$ cat src/rtl/uart_rx_fifo_if.sv
// Parallel output stream of the UART receiver: FIFO head fields plus valid/ready handshake.
interface uart_rx_fifo_if #(
  parameter int WIDTH = 8
);
  logic [WIDTH-1:0] P_DATA_RX;
  logic             DATA_VALID_RX;
  logic             par_err;
  logic             stp_err;
  logic             brk_det;
  logic             rx_ready;

  modport master (
    output P_DATA_RX, DATA_VALID_RX, par_err, stp_err, brk_det,
    input  rx_ready
  );

  modport slave (
    input  P_DATA_RX, DATA_VALID_RX, par_err, stp_err, brk_det,
    output rx_ready
  );
endinterface

$ cat src/rtl/uart_rx_fifo.sv
// Oversampling UART receiver with 3-sample majority vote, false-start rejection,
// break detection and an output FIFO carrying per-frame error flags.
module uart_rx_fifo #(
  parameter int WIDTH   = 8,
  parameter int DEPTH   = 4,
  parameter int PRESC_W = 6
) (
  input  logic                     CLK_RX,
  input  logic                     RST_RX,
  input  logic                     RX_IN,
  input  logic [PRESC_W-1:0]       PRESCALE,
  input  logic                     PAR_EN,
  input  logic                     PAR_TYP,
  input  logic                     STP2,
  input  logic                     ovr_clr,
  uart_rx_fifo_if.master           rx_if,
  output logic                     ovr_err,
  output logic [$clog2(DEPTH):0]   fifo_level
);

  localparam int AW = $clog2(DEPTH);
  localparam int LW = AW + 1;
  localparam int EW = WIDTH + 3;
  localparam int BW = $clog2(WIDTH);
  localparam logic [PRESC_W-1:0] ONE = PRESC_W'(1);

  typedef enum logic [2:0] {
    S_IDLE, S_START, S_DATA, S_PARITY, S_STOP, S_STOP2, S_BRK_WAIT
  } state_t;

  function automatic logic maj3(input logic [2:0] s);
    return (s[0] & s[1]) | (s[0] & s[2]) | (s[1] & s[2]);
  endfunction

  function automatic logic exp_parity(input logic [WIDTH-1:0] d, input logic odd);
    return (^d) ^ odd;
  endfunction

  logic [1:0]          sync_q;
  state_t              state_q, state_d;
  logic [PRESC_W-1:0]  edge_q, edge_d;
  logic [BW-1:0]       bit_q, bit_d;
  logic [2:0]          smp_q, smp_d;
  logic [WIDTH-1:0]    data_q, data_d;
  logic                par_bit_q, par_bit_d;
  logic                par_flag_q, par_flag_d;
  logic                stp_flag_q, stp_flag_d;
  logic [PRESC_W-1:0]  presc_q;
  logic                pen_q, ptyp_q, stp2_q;
  logic                cfg_load_s;
  logic                push_s;
  logic [EW-1:0]       entry_s;

  logic                rx_sync_s, vote_s, at_last_s, at_dec_s;
  logic [PRESC_W-1:0]  half_s;

  logic [EW-1:0]       mem_q [DEPTH];
  logic [AW-1:0]       wr_q, rd_q;
  logic [LW-1:0]       cnt_q;
  logic                ovr_q;
  logic                full_s, valid_s, pop_s, wr_en_s, ovr_set_s;
  logic [EW-1:0]       head_s;

  assign rx_sync_s = sync_q[1];
  assign vote_s    = maj3(smp_q);
  assign half_s    = presc_q >> 1;
  assign at_last_s = (edge_q == presc_q - ONE);
  assign at_dec_s  = (edge_q == half_s + PRESC_W'(2));

  // Two-flop synchroniser for the asynchronous serial line
  always_ff @(posedge CLK_RX or negedge RST_RX) begin
    if (!RST_RX) begin
      sync_q <= 2'b11;
    end else begin
      sync_q <= {sync_q[0], RX_IN};
    end
  end

  // Receiver FSM state and frame datapath registers
  always_ff @(posedge CLK_RX or negedge RST_RX) begin
    if (!RST_RX) begin
      state_q    <= S_IDLE;
      edge_q     <= '0;
      bit_q      <= '0;
      smp_q      <= 3'b111;
      data_q     <= '0;
      par_bit_q  <= 1'b0;
      par_flag_q <= 1'b0;
      stp_flag_q <= 1'b0;
      presc_q    <= PRESC_W'(8);
      pen_q      <= 1'b0;
      ptyp_q     <= 1'b0;
      stp2_q     <= 1'b0;
    end else begin
      state_q    <= state_d;
      edge_q     <= edge_d;
      bit_q      <= bit_d;
      smp_q      <= smp_d;
      data_q     <= data_d;
      par_bit_q  <= par_bit_d;
      par_flag_q <= par_flag_d;
      stp_flag_q <= stp_flag_d;
      if (cfg_load_s) begin
        // Ratios below 8 would leave no room for the decision point; clamp them.
        presc_q <= (PRESCALE < PRESC_W'(8)) ? PRESC_W'(8) : PRESCALE;
        pen_q   <= PAR_EN;
        ptyp_q  <= PAR_TYP;
        stp2_q  <= STP2;
      end else begin
        presc_q <= presc_q;
        pen_q   <= pen_q;
        ptyp_q  <= ptyp_q;
        stp2_q  <= stp2_q;
      end
    end
  end

  // Next-state, bit sampling and push decision
  always_comb begin
    state_d    = state_q;
    edge_d     = at_last_s ? '0 : edge_q + ONE;
    bit_d      = bit_q;
    smp_d      = smp_q;
    data_d     = data_q;
    par_bit_d  = par_bit_q;
    par_flag_d = par_flag_q;
    stp_flag_d = stp_flag_q;
    cfg_load_s = 1'b0;
    push_s     = 1'b0;
    entry_s    = {1'b0, par_flag_q, stp_flag_q | ~vote_s, data_q};

    if (edge_q == half_s - ONE) begin
      smp_d[0] = rx_sync_s;
    end else if (edge_q == half_s) begin
      smp_d[1] = rx_sync_s;
    end else if (edge_q == half_s + ONE) begin
      smp_d[2] = rx_sync_s;
    end else begin
      smp_d = smp_q;
    end

    case (state_q)
      S_IDLE: begin
        edge_d = '0;
        if (!rx_sync_s) begin
          state_d    = S_START;
          edge_d     = ONE;
          cfg_load_s = 1'b1;
          bit_d      = '0;
          smp_d      = 3'b111;
          par_bit_d  = 1'b0;
          par_flag_d = 1'b0;
          stp_flag_d = 1'b0;
        end else begin
          state_d = S_IDLE;
        end
      end
      S_START: begin
        if (at_dec_s && vote_s) begin
          state_d = S_IDLE;
        end else if (at_last_s) begin
          state_d = S_DATA;
        end else begin
          state_d = S_START;
        end
      end
      S_DATA: begin
        if (at_last_s) begin
          data_d = {vote_s, data_q[WIDTH-1:1]};
          if (bit_q == BW'(WIDTH - 1)) begin
            bit_d   = '0;
            state_d = pen_q ? S_PARITY : S_STOP;
          end else begin
            bit_d = bit_q + BW'(1);
          end
        end else begin
          state_d = S_DATA;
        end
      end
      S_PARITY: begin
        if (at_last_s) begin
          par_bit_d  = vote_s;
          par_flag_d = (vote_s != exp_parity(data_q, ptyp_q));
          state_d    = S_STOP;
        end else begin
          state_d = S_PARITY;
        end
      end
      S_STOP: begin
        if (at_dec_s) begin
          if (!vote_s && (data_q == '0) && !par_bit_q) begin
            push_s  = 1'b1;
            entry_s = {1'b1, par_flag_q, 1'b1, {WIDTH{1'b0}}};
            state_d = S_BRK_WAIT;
          end else if (!stp2_q) begin
            push_s  = 1'b1;
            state_d = S_IDLE;
          end else begin
            stp_flag_d = stp_flag_q | ~vote_s;
          end
        end else if (at_last_s && stp2_q) begin
          state_d = S_STOP2;
        end else begin
          state_d = S_STOP;
        end
      end
      S_STOP2: begin
        if (at_dec_s) begin
          push_s  = 1'b1;
          state_d = S_IDLE;
        end else begin
          state_d = S_STOP2;
        end
      end
      S_BRK_WAIT: begin
        edge_d = '0;
        if (rx_sync_s) begin
          state_d = S_IDLE;
        end else begin
          state_d = S_BRK_WAIT;
        end
      end
      default: begin
        state_d = S_IDLE;
      end
    endcase
  end

  assign valid_s   = (cnt_q != '0);
  assign full_s    = (cnt_q == LW'(DEPTH));
  assign pop_s     = valid_s && rx_if.rx_ready;
  assign wr_en_s   = push_s && (!full_s || pop_s);
  assign ovr_set_s = push_s && full_s && !pop_s;
  assign head_s    = mem_q[rd_q];

  // Output FIFO storage, pointers, level and sticky overrun
  always_ff @(posedge CLK_RX or negedge RST_RX) begin
    if (!RST_RX) begin
      for (int i = 0; i < DEPTH; i++) begin
        mem_q[i] <= '0;
      end
      wr_q  <= '0;
      rd_q  <= '0;
      cnt_q <= '0;
      ovr_q <= 1'b0;
    end else begin
      if (wr_en_s) begin
        mem_q[wr_q] <= entry_s;
        wr_q        <= wr_q + AW'(1);
      end else begin
        wr_q <= wr_q;
      end
      rd_q <= pop_s ? rd_q + AW'(1) : rd_q;
      case ({wr_en_s, pop_s})
        2'b10:   cnt_q <= cnt_q + LW'(1);
        2'b01:   cnt_q <= cnt_q - LW'(1);
        default: cnt_q <= cnt_q;
      endcase
      if (ovr_set_s) begin
        ovr_q <= 1'b1;
      end else if (ovr_clr) begin
        ovr_q <= 1'b0;
      end else begin
        ovr_q <= ovr_q;
      end
    end
  end

  // Head fields are forced to zero while the FIFO is empty.
  assign rx_if.DATA_VALID_RX = valid_s;
  assign rx_if.P_DATA_RX     = valid_s ? head_s[WIDTH-1:0] : '0;
  assign rx_if.stp_err       = valid_s & head_s[WIDTH];
  assign rx_if.par_err       = valid_s & head_s[WIDTH+1];
  assign rx_if.brk_det       = valid_s & head_s[WIDTH+2];
  assign ovr_err             = ovr_q;
  assign fifo_level          = cnt_q;

endmodule
$ cat src/flat_wrapper.sv
// flat-port wrapper written by rule: the top's interface ports become plain ports
module uart_rx_fifo_flat 
#(
  parameter int WIDTH   = 8,
  parameter int DEPTH   = 4,
  parameter int PRESC_W = 6
)
  (CLK_RX, RST_RX, RX_IN, PRESCALE, PAR_EN, PAR_TYP, STP2, ovr_clr, ovr_err, fifo_level, rx_if_P_DATA_RX, rx_if_DATA_VALID_RX, rx_if_par_err, rx_if_stp_err, rx_if_brk_det, rx_if_rx_ready);
  uart_rx_fifo_if #(.WIDTH(WIDTH)) rx_if_i ();
  input  logic CLK_RX;
  input  logic RST_RX;
  input  logic RX_IN;
  input  logic [PRESC_W-1:0] PRESCALE;
  input  logic PAR_EN;
  input  logic PAR_TYP;
  input  logic STP2;
  input  logic ovr_clr;
  output logic ovr_err;
  output logic [$clog2(DEPTH):0] fifo_level;
  output wire logic [$bits(rx_if_i.P_DATA_RX)-1:0] rx_if_P_DATA_RX;
  output wire logic [$bits(rx_if_i.DATA_VALID_RX)-1:0] rx_if_DATA_VALID_RX;
  output wire logic [$bits(rx_if_i.par_err)-1:0] rx_if_par_err;
  output wire logic [$bits(rx_if_i.stp_err)-1:0] rx_if_stp_err;
  output wire logic [$bits(rx_if_i.brk_det)-1:0] rx_if_brk_det;
  input wire logic [$bits(rx_if_i.rx_ready)-1:0] rx_if_rx_ready;
  assign rx_if_P_DATA_RX = rx_if_i.P_DATA_RX;
  assign rx_if_DATA_VALID_RX = rx_if_i.DATA_VALID_RX;
  assign rx_if_par_err = rx_if_i.par_err;
  assign rx_if_stp_err = rx_if_i.stp_err;
  assign rx_if_brk_det = rx_if_i.brk_det;
  assign rx_if_i.rx_ready = rx_if_rx_ready;
  uart_rx_fifo #(.WIDTH(WIDTH), .DEPTH(DEPTH), .PRESC_W(PRESC_W)) u_core (.CLK_RX(CLK_RX), .RST_RX(RST_RX), .RX_IN(RX_IN), .PRESCALE(PRESCALE), .PAR_EN(PAR_EN), .PAR_TYP(PAR_TYP), .STP2(STP2), .ovr_clr(ovr_clr), .rx_if(rx_if_i), .ovr_err(ovr_err), .fifo_level(fifo_level));
endmodule
$ cat config.mk
export PLATFORM = sky130hd
export DESIGN_NAME = uart_rx_fifo_flat
export DESIGN_NICKNAME = d
export VERILOG_FILES = /design/src/rtl/uart_rx_fifo_if.sv /design/src/rtl/uart_rx_fifo.sv /design/src/flat_wrapper.sv
export SDC_FILE = /design/constraint.sdc
export NUM_CORES = 1
export LEC_CHECK = 0
export ABC_AREA = 1
export CAP_MARGIN = 5
export CORE_ASPECT_RATIO = 1.4
export CORE_MARGIN = 1
export CORE_UTILIZATION = 40
export CTS_BUF_LIST = sky130_fd_sc_hd__clkbuf_8 sky130_fd_sc_hd__clkbuf_16
export CTS_CLUSTER_SIZE = 12
export DETAILED_ROUTE_END_ITERATION = 8
export PLACE_DENSITY = 0.56
export REMOVE_ABC_BUFFERS = 1
export SYNTH_ARGS = -nofsm -noshare
export SYNTH_HDL_FRONTEND = slang
export SYNTH_SLANG_ARGS = --single-unit
$ cat constraint.sdc
create_clock -name CLK_RX -period 2.4 [get_ports CLK_RX]
set_input_delay 0.48 -clock CLK_RX [delete_from_list [all_inputs] [get_ports CLK_RX]]
set_output_delay 0.48 -clock CLK_RX [all_outputs]
set_load 0.005 [all_outputs]
After elaboration in Yosys (flattened, before gate mapping). Index checks and enable logic that the tools add are counted.

Flip-flop bits (word level): 89. Word-level logic and storage cells: 158.

Add/sub/neg operators: 10. Magnitude comparators: 4. Equal/unequal tests: 24. Multiplexer cells: 58. Bitwise logic cells: 13. Reduce and logical (&&, ||, !) cells: 28.

Operators with widths (count): $mux W11 (6); $mux W3 (15); $bwmux W44 (1); $eq A6 B6 Y1 (4); $bmux W11 S2 (1); $demux W11 S2 (1); $mux W1 (21); $pmux W3 S7 (1); $eq A3 B3 Y1 const B (5); $mux W6 (2); $pmux W3 S2 (2); $pmux W6 S2 (1); $reduce_bool A2 Y1 (5); $logic_and A1 B1 Y1 (9); $logic_not A8 Y1 (1); $mux W8 (1); $ne A2 B1 Y1 const B (4); $pmux W1 S2 (4); $reduce_xor A8 Y1 (1); $add A3 B1 Y3 const B (2); $add A5 B1 Y6 const B (1); $add A5 B2 Y6 const B (1); $add A6 B1 Y6 const B (1); $and A1 B1 Y1 (6); other kinds (28) (41).

Longest topological paths before layout.
Word-level depth: 12. Mapped depth: 17.

Worst setup path after synthesis. Ideal clock, no wire load.

Kind: register -> register. Start: register u_core.presc_q[3]. End: register u_core.cnt_q[2] (netlist: u_core.fifo_level[2]). Library setup time: 63 ps. Arrival: 2484 ps. Data required time: 2337 ps. Slack: -147 ps. Stages on the path, launching flop included: 18. Buffers on the path: 1. Cell sequence: dfstp_2 > buf_2 > inv_1 > ha_1 > xnor2_1 > nand3_1 > nor2_4 > nand2_4 > inv_1 > nand2_1 > nand2_1 > inv_1 > fa_1 > inv_1 > nand3_1 > nand3_1 > nand2_1 > inv_1.

Word-level cells in the longest chain between the ends: 7. Elaborated cells on any way between the ends: 10.

RTL lines: start, declared (line uart_rx_fifo.sv:48) `logic [PRESC_W-1:0] presc_q;`; start signal, assigned (line uart_rx_fifo.sv:105) `presc_q <= (PRESCALE < PRESC_W'(8)) ? PRESC_W'(8) : PRESCALE;`; start signal, assigned (line uart_rx_fifo.sv:110) `presc_q <= presc_q;`; $add A5 B2 Y6 * (line uart_rx_fifo.sv:68) `assign at_dec_s = (edge_q == half_s + PRESC_W'(2));`; $eq A6 B6 Y1 * (line uart_rx_fifo.sv:68); $mux W1, on equally long branches (line uart_rx_fifo.sv:208, uart_rx_fifo.sv:190); $pmux W1 S2 * (line uart_rx_fifo.sv:142) `case (state_q)`; $logic_and A1 B1 Y1 * (line uart_rx_fifo.sv:232) `assign wr_en_s = push_s && (!full_s || pop_s);`; $eq A2 B1 Y1 / $eq A2 B2 Y1 (equally long branches) (line uart_rx_fifo.sv:254) `case ({wr_en_s, pop_s})`; $pmux W3 S2 / $reduce_bool A2 Y1 (equally long branches); end signal, assigned (line uart_rx_fifo.sv:255) `2'b10: cnt_q <= cnt_q + LW'(1);`; end signal, assigned (line uart_rx_fifo.sv:256) `2'b01: cnt_q <= cnt_q - LW'(1);`; end signal, assigned (line uart_rx_fifo.sv:257) `default: cnt_q <= cnt_q;`; end, declared (line uart_rx_fifo.sv:59) `logic [LW-1:0] cnt_q;`.

Every way passes the cells marked *; elsewhere a longest branch is shown, timed or not. A chain may end at the register's enable or synchronous reset.

Final worst setup path. Same ends and word-level chain as after synthesis.

==> run metrics <==
run status completed; hold buffers post-CTS 0; Sink Count 89; HP Class in -> async; starting DRC count in detailed routing 181; Crit. End Element flip-flop; worst path required time 2.68 ns; FF+latch count, synth 89; Final Skew 0.00608 ns; max-slew violation count 0; gr usage total 18.8%; P_leak 3.06 nW; GRT overflow 0; RSZ-0062 raised after global routing true; Period minus WS final 2.33 ns; WL final 11.9 mm; Synthesis Warnings 0; fill cell count 1202; WL per Instance 13.8 um; Port Buffers 29; Synth Area in Simple Gates 26.0%; Post-Syn Area 0.00506 sq mm; Die Wd 97.1 um; CP Buf/Inv Count 5; area leader, netlist dfrtp_1; crit-path max cell delay 0.56 ns; clk root buf clkbuf_16; Hold Slack 0.0808 ns; setup TNS 0 ns; Seq pwr share 28.8%; Synth Area in Adders 4.85%; post-route clock period utilization 97.1%; worst slew pin tran 0.460 ns; RD Place Congestion 0.884; P per Cell Area 1150 mW/mm^2; vias in the first global route 4019; Syn Inst Count 646; post-synth cell types 34; FF-to-FF setup slack 0.07 ns; drt pass-1 iters 4; Hold Vio Cnt, Final 0; cell area after layout 0.00621 sq mm; Synth Area per Inst 7.83 sq um; CP startpoint kind flip-flop; crit-path max FO 4; first-pass GRT wire length 19.6 mm; Synth area leaders dfrtp_1 41%, nand2_1 13%, nor2_1 5.1%; post-DP HPWL 8.51 mm; Placed Cells 827; critical-path cell with the highest stage delay dfstp_2; antenna violations before repair 0; Vias 4288; post-DR vias/cell 4.97; Sw Ratio 40.6%; initial core utilization 41.1%; Layout area overhead 22.7%; Core ar. 0.0123 sq mm; Max-cap violations 0; XOR/XNOR share of the synthesized area 3.64%; Die H 135 um; # diodes 0; Gate power share 50.5%; clock transition at the registers of the reported paths 0.07 ns; fin cells 862; CP delay by family, top simple AND/OR/NAND/NOR gates; share of cells above drive strength 1 17.3%; Int Pwr 4.22 mW; kind of critical path reg -> reg; pre-CTS setup slack -0.125 ns; CP Cell Sequence buf_4, ha_4, nand3_1, nand2_1, nand2_2, a21oi_4, nand2_4, inv_2, nand2_2, nand2_2, inv_2, fa_2, inv_2, nand3_1, nand3_1, nand2_1, inv_1; # setup viols final 0; Final #Nets 740; TritonCTS clock tree done; CTS Buf Count 9; Worst-Skew Late Latency 0.34 ns; Arr. time, crit path 2.61 ns; die area 0.0131 sq mm; slew margin rel. 69.3%; share of the synthesized area in the top cell type 41.0%; largest net degree at the start of global routing 36; Placed Area 0.00559 sq mm; Antenna Violating Nets Remaining 0; Worst VDD drop 628 uV; power share of the clock group 20.7%; DRC viols 0; clock tree buffer depth 2; H-tree depth 3; # IOs 30; Synth Area in Compound Gates 13.3%; largest family of logic cells by synthesized area simple AND/OR/NAND/NOR gates; mux share of post-synthesis cell area 0%; Fmax achieved 429 MHz; sequential element share of the synthesized area 44.2%; Rows 48; Final WS setup 0.0697 ns; Psw 2.89 mW
## power by group through the flow
stage	Clock, mW	Combinational [mW]	Sequential, mW
detailed placement	0	3.21	2.04
finish	1.47	3.60	2.05
floorplan	0	1.98	2.05
global route	1.58	4.03	2.08
CTS	1.52	3.34	2.02
global placement	0	3.16	2.03
## layout make-up
class	count	area [sq um]	share of cell area [%]
well taps	150	188	3.02
inverters	65	255	4.11
clock buffers	9	225	3.63
repair buffers	73	712	11.5
clock inverters	7	85.1	1.37
flip-flops and latches	89	2240	36.1
multi-input cells	469	2500	40.3
## final timing paths
check	startpoint	depth (start not counted)	to
max in group asynchronous	RST_RX	2	u_core.sync_q[1]
worst min register to register	u_core.sync_q[0]	0	u_core.sync_q[1]
worst max-delay path	u_core.presc_q[3]	17	u_core.fifo_level[2]
min in group CLK_RX	u_core.sync_q[0]	0	u_core.sync_q[1]
worst min-delay path	RST_RX	1	u_core.mem_q[24]
worst max register to register	u_core.presc_q[3]	17	u_core.fifo_level[2]
## metal layers
layer,track usage (%),vias to the layer above,wire length (um)
li1,-,2203,-
met1,22.3,2009,5140
met2,33.9,58,6270
met3,2.90,18,257
met4,7.13,0,236
met5,0,-,0
## state kept, by name, summed over array words and instances, names as in the netlist, 2 cells and up
register,flops
u_core.mem_q,44
u_core.data_q,8
u_core.edge_q,6
u_core.presc_q,6
u_core.bit_q,3
u_core.fifo_level,3
u_core.smp_q,3
u_core.state_q,3
u_core.rd_q,2
u_core.sync_q,2
u_core.wr_q,2
## logic make-up after synthesis
family | count (synthesis)
AO/OA/AOI/OAI | 121
flip-flops | 89
XOR/XNOR | 21
buffers and inverters | 88
adder cells (fa/ha/maj) | 19
AND/OR/NAND/NOR | 308
## cells in the final DEF (no fill, tap or decap), types with 2 or more instances in the layout
cell type / netlist / final
inv_1: 55 / 49
nand3_1: 45 / 42
clkinv_1: 2 / 2
o31ai_1: 3 / 3
clkinvlp_4: 0 / 3
inv_2: 7 / 11
clkbuf_16: 0 / 10
nand2_2: 5 / 9
inv_8: 0 / 2
buf_12: 0 / 3
o21ai_0: 39 / 38
ha_4: 0 / 2
nand4_1: 4 / 4
inv_6: 0 / 2
dfrtp_1: 83 / 79
dlymetal6s2s_1: 0 / 11
nand2_1: 169 / 165
nor3_1: 5 / 5
xnor2_1: 8 / 7
nor2_1: 69 / 68
clkdlybuf4s50_1: 0 / 17
o21ai_2: 9 / 9
nand2_4: 6 / 4
buf_4: 0 / 39
dfrtp_2: 0 / 4
nor2_4: 3 / 4
nand3_2: 0 / 3
xor2_1: 13 / 13
dfstp_2: 6 / 6
o211ai_1: 2 / 2
o21ai_1: 41 / 42
ha_1: 18 / 16
a21oi_1: 21 / 21
o21a_1: 2 / 2
nand2_8: 0 / 2
## repair_timing
item | 4_1_cts | 5_1_grt
gates resized for setup | 10 | 33
hold endpoints to repair | 0 | 0
endpoints found under the setup margin | 33 | 51
gates cloned | 0 | 1
pin swaps | 5 | 12
buffers inserted | 5 | 13
## cell usage after synthesis, drive strengths merged
library cell    n
dfrtp          83
xor2           13
dfstp           6
a21oi          22
or2             1
a21boi          1
clkbuf         10
fa              1
o22ai           1
ha             18
nand2         180
o21bai          1
xnor2           8
nand4           4
nor3            5
o21a            2
buf            13
o211ai          2
nand3          45
o21ai          89
o31ai           3
clkinv          3
inv            62
nor2           73
## stage by stage
step	util [%]	power (mW)
after floorplan	-	4.03
after global placement	45.4	5.18
after detailed placement	45.4	5.26
after CTS	48.6	6.89
after global routing	50.4	7.70
final	50.4	7.11
No activity file was read; power rests on OpenSTA's default activity.
